[src/rtl/rfid_rx_pkg.sv]
// -----------------------------------------------------------------------------
// rfid_rx_pkg
// Shared definitions for the tag receive-path calibration logic.
//   RX_CNT_W      default interval counter / measurement width
//   RX_MAX_COUNT  default largest legal interval (larger counts are timeouts)
//   rx_cal_state_e  preamble sequencing states of rx_cal_ctrl
// -----------------------------------------------------------------------------
package rfid_rx_pkg;

   localparam int RX_CNT_W     = 10;
   localparam int RX_MAX_COUNT = 750;

   typedef enum logic [2:0] {
      IDLE       = 3'd0,
      WAIT_DELIM = 3'd1,
      DELIM      = 3'd2,
      DATA0      = 3'd3,
      RTCAL      = 3'd4,
      TRCAL_TEST = 3'd5
   } rx_cal_state_e;

endpackage

[src/rtl/rx_interval_cnt.sv]
// -----------------------------------------------------------------------------
// rx_interval_cnt
// Saturating interval counter shared by all preamble measurements.
// Ports:
//   clk, reset  clock and synchronous active-high reset
//   clear       force the count to 0 (highest priority)
//   en          increment while measuring
//   rise        load 1; the count present in this cycle is the interval
//   count       current interval count
//   overflow    count > MAX_COUNT
// -----------------------------------------------------------------------------
module rx_interval_cnt
   import rfid_rx_pkg::*;
#(
   parameter int CNT_W     = RX_CNT_W,
   parameter int MAX_COUNT = RX_MAX_COUNT
) (
   input  logic             clk,
   input  logic             reset,
   input  logic             clear,
   input  logic             en,
   input  logic             rise,
   output logic [CNT_W-1:0] count,
   output logic             overflow
);

   localparam logic [CNT_W-1:0] MAX_C = CNT_W'(MAX_COUNT);

   logic [CNT_W-1:0] count_q;
   logic [CNT_W-1:0] count_d;

   // Loading 1 on a rise makes the count seen at the next rise equal the
   // number of cycles between the two rises. Saturation stops at MAX_C+1 so
   // overflow stays asserted instead of wrapping.
   always_comb begin
      count_d = count_q;
      if (clear) begin
         count_d = '0;
      end else if (rise) begin
         count_d = CNT_W'(1);
      end else if (en && (count_q <= MAX_C)) begin
         count_d = count_q + CNT_W'(1);
      end
   end

   always_ff @(posedge clk) begin
      if (reset) begin
         count_q <= '0;
      end else begin
         count_q <= count_d;
      end
   end

   assign count    = count_q;
   assign overflow = (count_q > MAX_C);

endmodule

[src/rtl/rx_cal_ctrl.sv]
// -----------------------------------------------------------------------------
// rx_cal_ctrl
// Gen2 reader-to-tag preamble calibration: walks delimiter, data-0, RTcal and
// the optional TRcal, latching Tari/RTcal/TRcal in clock cycles and the
// data-bit pivot (RTcal/2).
// Ports:
//   clk, reset   clock, synchronous active-high reset
//   enable       low forces IDLE on the next clock
//   demodin      synchronized envelope, low = reader pulse
//   tari, rtcal, trcal, pivot   latched calibration values
//   trcal_valid  last preamble carried TRcal
//   first_bit    frame-sync case: value of the bit consumed by the TRcal test
//   done         one-cycle strobe; the calibration set is complete and stable
//                in this cycle. There is no ready: consumers sample on done.
//   timeout      one-cycle strobe on an interval overflow
//   cal_err      RTcal outside [2*Tari, 4*Tari] (only with the macro below)
//   dbg_state    current FSM state, for debug and checkers
// Build option: define RXCAL_RATIO_CHECK_EN to build the RTcal/Tari ratio
// check; without it cal_err is constant 0.
// -----------------------------------------------------------------------------
module rx_cal_ctrl
   import rfid_rx_pkg::*;
#(
   parameter int CNT_W     = RX_CNT_W,
   parameter int MAX_COUNT = RX_MAX_COUNT
) (
   input  logic             clk,
   input  logic             reset,
   input  logic             enable,
   input  logic             demodin,
   output logic [CNT_W-1:0] tari,
   output logic [CNT_W-1:0] rtcal,
   output logic [CNT_W-1:0] trcal,
   output logic [CNT_W-1:0] pivot,
   output logic             trcal_valid,
   output logic             first_bit,
   output logic             done,
   output logic             timeout,
   output logic             cal_err,
   output rx_cal_state_e    dbg_state
);

   rx_cal_state_e    state_q, state_d;
   logic [CNT_W-1:0] tari_q, tari_d;
   logic [CNT_W-1:0] rtcal_q, rtcal_d;
   logic [CNT_W-1:0] trcal_q, trcal_d;
   logic [CNT_W-1:0] pivot_q, pivot_d;
   logic             trcal_valid_q, trcal_valid_d;
   logic             first_bit_q, first_bit_d;
   logic             done_q, done_d;
   logic             timeout_q, timeout_d;
   logic             cal_err_q, cal_err_d;
   logic             demodin_q;

   logic             rise;
   logic             measuring;
   logic             cnt_clear;
   logic [CNT_W-1:0] count;
   logic             overflow;
   logic             ratio_bad;

   assign rise      = demodin & ~demodin_q;
   assign measuring = (state_q == DELIM) || (state_q == DATA0) ||
                      (state_q == RTCAL) || (state_q == TRCAL_TEST);
   // The counter sits at 0 while not measuring so DELIM starts from 0.
   assign cnt_clear = ~enable || (state_q == IDLE) || (state_q == WAIT_DELIM);

   rx_interval_cnt #(
      .CNT_W     (CNT_W),
      .MAX_COUNT (MAX_COUNT)
   ) u_cnt (
      .clk      (clk),
      .reset    (reset),
      .clear    (cnt_clear),
      .en       (measuring),
      .rise     (rise),
      .count    (count),
      .overflow (overflow)
   );

`ifdef RXCAL_RATIO_CHECK_EN
   // Two extra bits so 4*tari cannot overflow.
   logic [CNT_W+1:0] meas_x, tari_x2, tari_x4;
   assign meas_x    = {2'b00, count};
   assign tari_x2   = {1'b0, tari_q, 1'b0};
   assign tari_x4   = {tari_q, 2'b00};
   assign ratio_bad = (meas_x < tari_x2) || (meas_x > tari_x4);
`else
   assign ratio_bad = 1'b0;
`endif

   always_comb begin
      state_d       = state_q;
      tari_d        = tari_q;
      rtcal_d       = rtcal_q;
      trcal_d       = trcal_q;
      pivot_d       = pivot_q;
      trcal_valid_d = trcal_valid_q;
      first_bit_d   = first_bit_q;
      cal_err_d     = cal_err_q;
      done_d        = 1'b0;
      timeout_d     = 1'b0;

      if (!enable) begin
         state_d = IDLE;
      end else begin
         case (state_q)
            IDLE:       state_d = WAIT_DELIM;
            WAIT_DELIM: if (!demodin) state_d = DELIM;
            DELIM:      if (rise) state_d = DATA0;
            DATA0: begin
               if (rise) begin
                  tari_d  = count;
                  state_d = RTCAL;
               end
            end
            RTCAL: begin
               if (rise) begin
                  rtcal_d   = count;
                  pivot_d   = count >> 1;
                  cal_err_d = ratio_bad;
                  state_d   = TRCAL_TEST;
               end
            end
            TRCAL_TEST: begin
               // An interval longer than RTcal can only be TRcal; otherwise it
               // was the first data bit of a frame-sync and is decoded here.
               if (rise) begin
                  if (count > rtcal_q) begin
                     trcal_d       = count;
                     trcal_valid_d = 1'b1;
                     first_bit_d   = 1'b0;
                  end else begin
                     trcal_d       = '0;
                     trcal_valid_d = 1'b0;
                     first_bit_d   = (count > pivot_q);
                  end
                  done_d  = 1'b1;
                  state_d = WAIT_DELIM;
               end
            end
            default:    state_d = IDLE;
         endcase

         // A rise in the overflow cycle still counts as a valid edge.
         if (measuring && !rise && overflow) begin
            timeout_d = 1'b1;
            state_d   = WAIT_DELIM;
         end
      end
   end

   always_ff @(posedge clk) begin
      if (reset) begin
         state_q       <= IDLE;
         tari_q        <= '0;
         rtcal_q       <= '0;
         trcal_q       <= '0;
         pivot_q       <= '0;
         trcal_valid_q <= 1'b0;
         first_bit_q   <= 1'b0;
         done_q        <= 1'b0;
         timeout_q     <= 1'b0;
         cal_err_q     <= 1'b0;
         demodin_q     <= 1'b1;
      end else begin
         state_q       <= state_d;
         tari_q        <= tari_d;
         rtcal_q       <= rtcal_d;
         trcal_q       <= trcal_d;
         pivot_q       <= pivot_d;
         trcal_valid_q <= trcal_valid_d;
         first_bit_q   <= first_bit_d;
         done_q        <= done_d;
         timeout_q     <= timeout_d;
         cal_err_q     <= cal_err_d;
         demodin_q     <= demodin;
      end
   end

   assign tari        = tari_q;
   assign rtcal       = rtcal_q;
   assign trcal       = trcal_q;
   assign pivot       = pivot_q;
   assign trcal_valid = trcal_valid_q;
   assign first_bit   = first_bit_q;
   assign done        = done_q;
   assign timeout     = timeout_q;
   assign cal_err     = cal_err_q;
   assign dbg_state   = state_q;

endmodule
[config.mk]
export PLATFORM = sky130hd
export DESIGN_NAME = rx_cal_ctrl
export DESIGN_NICKNAME = d
export VERILOG_FILES = /design/src/rtl/rfid_rx_pkg.sv /design/src/rtl/rx_interval_cnt.sv /design/src/rtl/rx_cal_ctrl.sv
export SDC_FILE = /design/constraint.sdc
export NUM_CORES = 1
export LEC_CHECK = 0
export CAP_MARGIN = 25
export CORE_UTILIZATION = 40
export DETAILED_ROUTE_END_ITERATION = 6
export GPL_TIMING_DRIVEN = 0
export PLACE_DENSITY = 0.64
export SETUP_SLACK_MARGIN = 0.4
export SYNTH_ARGS = -nofsm -noshare
export SYNTH_HDL_FRONTEND = slang
export SYNTH_SLANG_ARGS = --single-unit
[constraint.sdc]
create_clock -name clk -period 4 [get_ports clk]
set_input_delay 0.8 -clock clk [delete_from_list [all_inputs] [get_ports clk]]
set_output_delay 0.8 -clock clk [all_outputs]
set_load 0.05 [all_outputs]
## Yosys cells after proc, flatten, opt, wreduce, memory -nomap -nowiden

Cells that the tools add are included.
Widths: inputs -> output; s select.

| word-level totals | value |
|---|---|
| word-level logic and storage cells | 72 |
| flip-flop bits (word level) | 57 |

| operators by class | value |
|---|---|
| order comparisons | 4 |
| multiplexer cells | 14 |
| equality and inequality tests | 15 |
| reductions and logical operators | 21 |
| add/sub/neg operators | 1 |
| bitwise operators | 4 |

Operator list:

| kind | number |
|---|---|
| $pmux 3 s6 | 1 |
| $mux 3 | 5 |
| $ne 3x2->1 const B | 5 |
| $add 10x1->10 const B | 1 |
| $gt 10x10->1 | 1 |
| $gt 10x10->1 const B | 1 |
| $gt 10x9->1 | 1 |
| $le 10x10->1 const B | 1 |
| $mux 10 | 1 |
| $ne 2x2->1 const B | 5 |
| $reduce_and 5->1 | 2 |
| $reduce_and 3->1 | 3 |
| $reduce_or 3->1 | 3 |
| $mux 1 | 7 |
| $eq 3x2->1 const B | 2 |
| $eq 3x3->1 const B | 2 |
| $logic_or 1x1->1 | 5 |
| $reduce_or 2->1 | 2 |
| $eq 3x1->1 const B | 1 |
| $logic_and 1x1->1 | 3 |
| $logic_not 3->1 | 1 |
| $not 1->1 | 3 |
| $reduce_bool 2->1 | 1 |
| $and 1x1->1 | 1 |
| $logic_not 1->1 | 1 |

## Logic depth before layout (Yosys ltp)

| depth | value |
|---|---|
| depth after elaboration | 8 |
| gate-level depth with buffers | 8 |
| mapped depth without buffers | 7 |

## By module

Synthesis repeated with hierarchy kept, for this count alone.

| unflattened totals | value |
|---|---|
| cells, all modules | 279 |
| area, all modules | 2651.3 um^2 |

By module, submodules not included:

| module | area each (um^2) | instances | cells an instance | seq. area each (um^2) |
|---|---|---|---|---|
| rx_cal_ctrl | 1966.9 | 1 | 203 | 760.7 |
| rx_interval_cnt | 684.4 | 1 | 76 | 200.2 |

## Worst setup path before layout

Ideal clock, no wire load.

| timing | value |
|---|---|
| path type | register -> register |
| from | register rtcal_q[3], in the netlist rtcal[3] |
| to | register trcal_valid_q, in the netlist trcal_valid |
| period minus slack after synthesis | 2.349 ns |
| cell stages (with the launch flop) | 9 |
| setup time | 0.116 ns |
| arrival time | 2.233 ns |
| setup slack | 1.651 ns |
| path through | dfxtp_1 > inv_1 > ha_1 > a21o_1 > a21o_1 > a2111oi_2 > nor3_1 > buf_2 > a31o_1 |

| between the ends | value |
|---|---|
| longest elaborated chain between the ends | 2 |

Ends and longest elaborated chain:

| element | RTL line | RTL |
|---|---|---|
| from (decl) | rx_cal_ctrl.sv:45 | `logic [CNT_W-1:0] rtcal_q, rtcal_d;` |
| from (signal assigned) | rx_cal_ctrl.sv:169 | `rtcal_q <= rtcal_d;` |
| $gt 10x10->1 | rx_cal_ctrl.sv:129 | `if (count > rtcal_q) begin` |
| $mux 1 | rx_cal_ctrl.sv:129 |  |
| to (signal assigned) | rx_cal_ctrl.sv:172 | `trcal_valid_q <= trcal_valid_d;` |
| to (decl) | rx_cal_ctrl.sv:48 | `logic trcal_valid_q, trcal_valid_d;` |

Every way passes these cells.
A chain may end at the register's enable or synchronous reset.

## Final worst setup path

| timing | value |
|---|---|
| from | input port demodin |
| to | register trcal_q[1], in the netlist trcal[1] |

| between the ends | value |
|---|---|
| longest elaborated chain between the ends | 2 |

Ends and longest elaborated chain:

| element | RTL line | RTL |
|---|---|---|
| from (decl) | rx_cal_ctrl.sv:30 | `input logic demodin,` |
| $and 1x1->1 | rx_cal_ctrl.sv:62 | `assign rise = demodin & ~demodin_q;` |
| $reduce_and 3->1 (no line) | - |  |
| to (signal assigned) | rx_cal_ctrl.sv:170 | `trcal_q <= trcal_d;` |
| to (decl) | rx_cal_ctrl.sv:46 | `logic [CNT_W-1:0] trcal_q, trcal_d;` |

Every way passes these cells.

==> flow_metrics.tcl <==
set metrics [dict create \
    outcome "complete, no violations" \
    htree_levels 2 \
    grt_pass1_vias 1833 \
    holdCritStartpoint "trcal[4]" \
    yosysWarnings 0 \
    num_rows 28 \
    dr.pass1.iters 5 \
    drt-wirelength-per-cell_microns 13.6 \
    critical-path-top-delay-family "simple AND/OR/NAND/NOR gates" \
    drc 0 \
    synthesis.area_sq_mm 0.00244 \
    synthTopCellsByCount "48 x dfxtp_1, 37 x nor2_1, 22 x ha_1" \
    hpwlAfterDp_mm 4.08 \
    slew_headroom_pct 63.8 \
    tightest_slew_ns 0.543 \
    avgSynthCellArea_sq_um 9.21 \
    p_total_mw 0.818 \
    worstSetupEndpointType "flop" \
    fillers 573 \
    rsz0062_at_grt "no" \
    cts_tree "built" \
    finalWirelength_mm 5.43 \
    final_area_sq_mm 0.00313 \
    maxCapViolCount 0 \
    critPathBufInv 2 \
    required_ns 4.25 \
    vias 2026 \
    core_area_sq_mm 0.00592 \
    clk_pin_slew_ns 0.09 \
    ys_types 48 \
    globalplace.congestion 0.876 \
    yosys.area.top_type "dfxtp_1" \
    antenna_found_initial 0 \
    grt_overflow 0 \
    fmax_ghz 0.406 \
    clock-sinks 48 \
    fin_crit_sh_pct 61.6 \
    cp_slowest_cell "clkdlybuf4s50_1" \
    hold_viol 0 \
    seq_area_frac_synth_pct 39.4 \
    setup_viol 0 \
    reg2reg_from "rtcal[3]" \
    dominantRegCellSynth "dfxtp_1" \
    slowest_delay_ns 0.54 \
    r2r_end "trcal[1]" \
    cp_cell_sequence "clkdlybuf4s50_1, and2b_2, nand4_1, nand2b_1, nor3_1, buf_2, a22o_1" \
    drtIter0Drc 105 \
    ctsResizeCount 0 \
    syn_to_final_growth_pct 28.1 \
    p_leak_nw 1.33 \
    whs_ns 0.485 \
    fin_nets 348 \
    cts-root-buf "clkbuf_8" \
    cts-hold-fix-buffers 0 \
    worstSetupPathDepth 7 \
    placed_area_sq_mm 0.00303 \
    insertion_delay_ns 0.30 \
    synthCells 265 \
    yosysMostFrequentCell "dfxtp_1" \
    synth_enable_flop_cells 0 \
    yosysTopAreaCellShare_pct 39.4 \
    ir_drop_mv 0.159 \
    r2r_setup_slack_ns 1.81 \
    ys_ff_latch 48 \
    power.density_mw_per_mm2 262 \
    ant_nets 0 \
    cts_setup_buffers 0 \
    dieArea_sq_mm 0.00642 \
    post-route-min-period_ns 2.47 \
    hold_path_end "trcal[4]" \
    grt_pass1_wl_mm 8.94 \
    slew_viol_final 0 \
    synthArstFlopShare_pct 0 \
    cp_max_fo 10 \
    ff2ff_path_depth 8 \
    worst_ep_arrival_time_ns 2.71 \
    antennaDiodeCount 0 \
    fp.dieH_microns 80.1 \
    crit_type "input pin to flop" \
    startpoint_type "input pin" \
    synth_area_leaders "dfxtp_1 39%, ha_1 11%, mux2i_1 7.4%" \
    tns_ns 0 \
    clockBufferDepth 2 \
    fin_worst_skew_ns 0.00468 \
    drive_gt1_share_pct 8.67 \
    portBuffers 49 \
    grt_usage_pct 18.5 \
    hp-class "flop to flop" \
    start_util_pct 41.2 \
    final_util_pct 52.8 \
    cts_buffers 5 \
    drt-vias-per-instance 5.09 \
    chipWidth_microns 80.1 \
    worstHoldPathCells 1 \
    io-pin-count 52 \
    grt_max_degree 16 \
]
-- metal layers --
| layer | up-vias | global-route usage (%) | share of wire, % |
|---|---|---|---|
| met1 | 944 | 22.9 | 47 |
| li1 | 1027 | - | - |
| met3 | 9 | 4.43 | 4.3 |
| met4 | 0 | 6.79 | 1.4 |
| met2 | 46 | 31.1 | 48 |
| met5 | - | 0 | 0 |
-- cell usage in the layout (no fill, tap or decap), types with 3 or more instances in the layout --
cell type,netlist,final
a211oi_1,5,5
a21o_1,4,4
a21oi_1,9,9
a22o_1,10,10
and3_1,3,3
buf_4,11,11
clkbuf_1,9,9
clkbuf_8,0,6
clkdlybuf4s50_1,0,49
dfxtp_1,48,48
ha_1,22,22
inv_1,16,16
mux2i_1,18,18
nand2_1,5,5
nand3_1,6,6
nand4_1,8,8
nor2_1,37,37
nor3_1,4,4
o21ai_0,5,5
xnor2_1,4,4
xor2_1,4,4
-- logic make-up after synthesis --
family / share of synthesized area, %
AO/OA/AOI/OAI: 13.9
adder cells (fa/ha/maj): 11.3
AND/OR/NAND/NOR: 16.7
buffers and inverters: 8.41
flip-flops: 39.4
other: 0.154
multiplexers: 7.38
XOR/XNOR: 2.87
-- worst max path at each step --
stage          slack, ns     start          end
3_3_place_gp        1.26   demodin     trcal[8]
5_1_grt             1.43   demodin     trcal[1]
6_report            1.53   demodin     trcal[1]
4_1_cts             1.52  rtcal[1]     rtcal[1]
3_5_place_dp        1.25   demodin     trcal[5]
2_1_floorplan       1.65  rtcal[3]  trcal_valid
-- sequential cells by signal, summed over array words and instances (netlist names) --
signal,cells
dbg_state,3
trcal,10
trcal_valid,1
demodin_q,1
tari,10
u_cnt.count,10
first_bit,1
done,1
rtcal,10
timeout,1
-- cell type report --
class	instances	area, sq um	area share [%]
clock inverters	2	15.0	0.480
flip-flops and latches	48	961	30.7
plain buffers	24	141	4.52
inverters	17	63.8	2.04
repair buffers	49	490	15.7
clock buffers	6	82.6	2.64
multi-input cells	177	1280	40.9
well taps	75	93.8	3.00
-- per-stage QoR --
| step | setup WS [ns] | std cells |
|---|---|---|
| global route | 1.43 | 398 |
| floorplan | 1.65 | 266 |
| global placement | 1.26 | 390 |
| detailed placement | 1.25 | 390 |
| CTS | 1.52 | 398 |
| finish | 1.53 | 398 |
-- power by group --
part           internal, mW  switching [mW]
registers             0.479         0.00180
logic               0.00987          0.0202
clock network         0.140           0.167
Power figures use the tool's default switching activity.
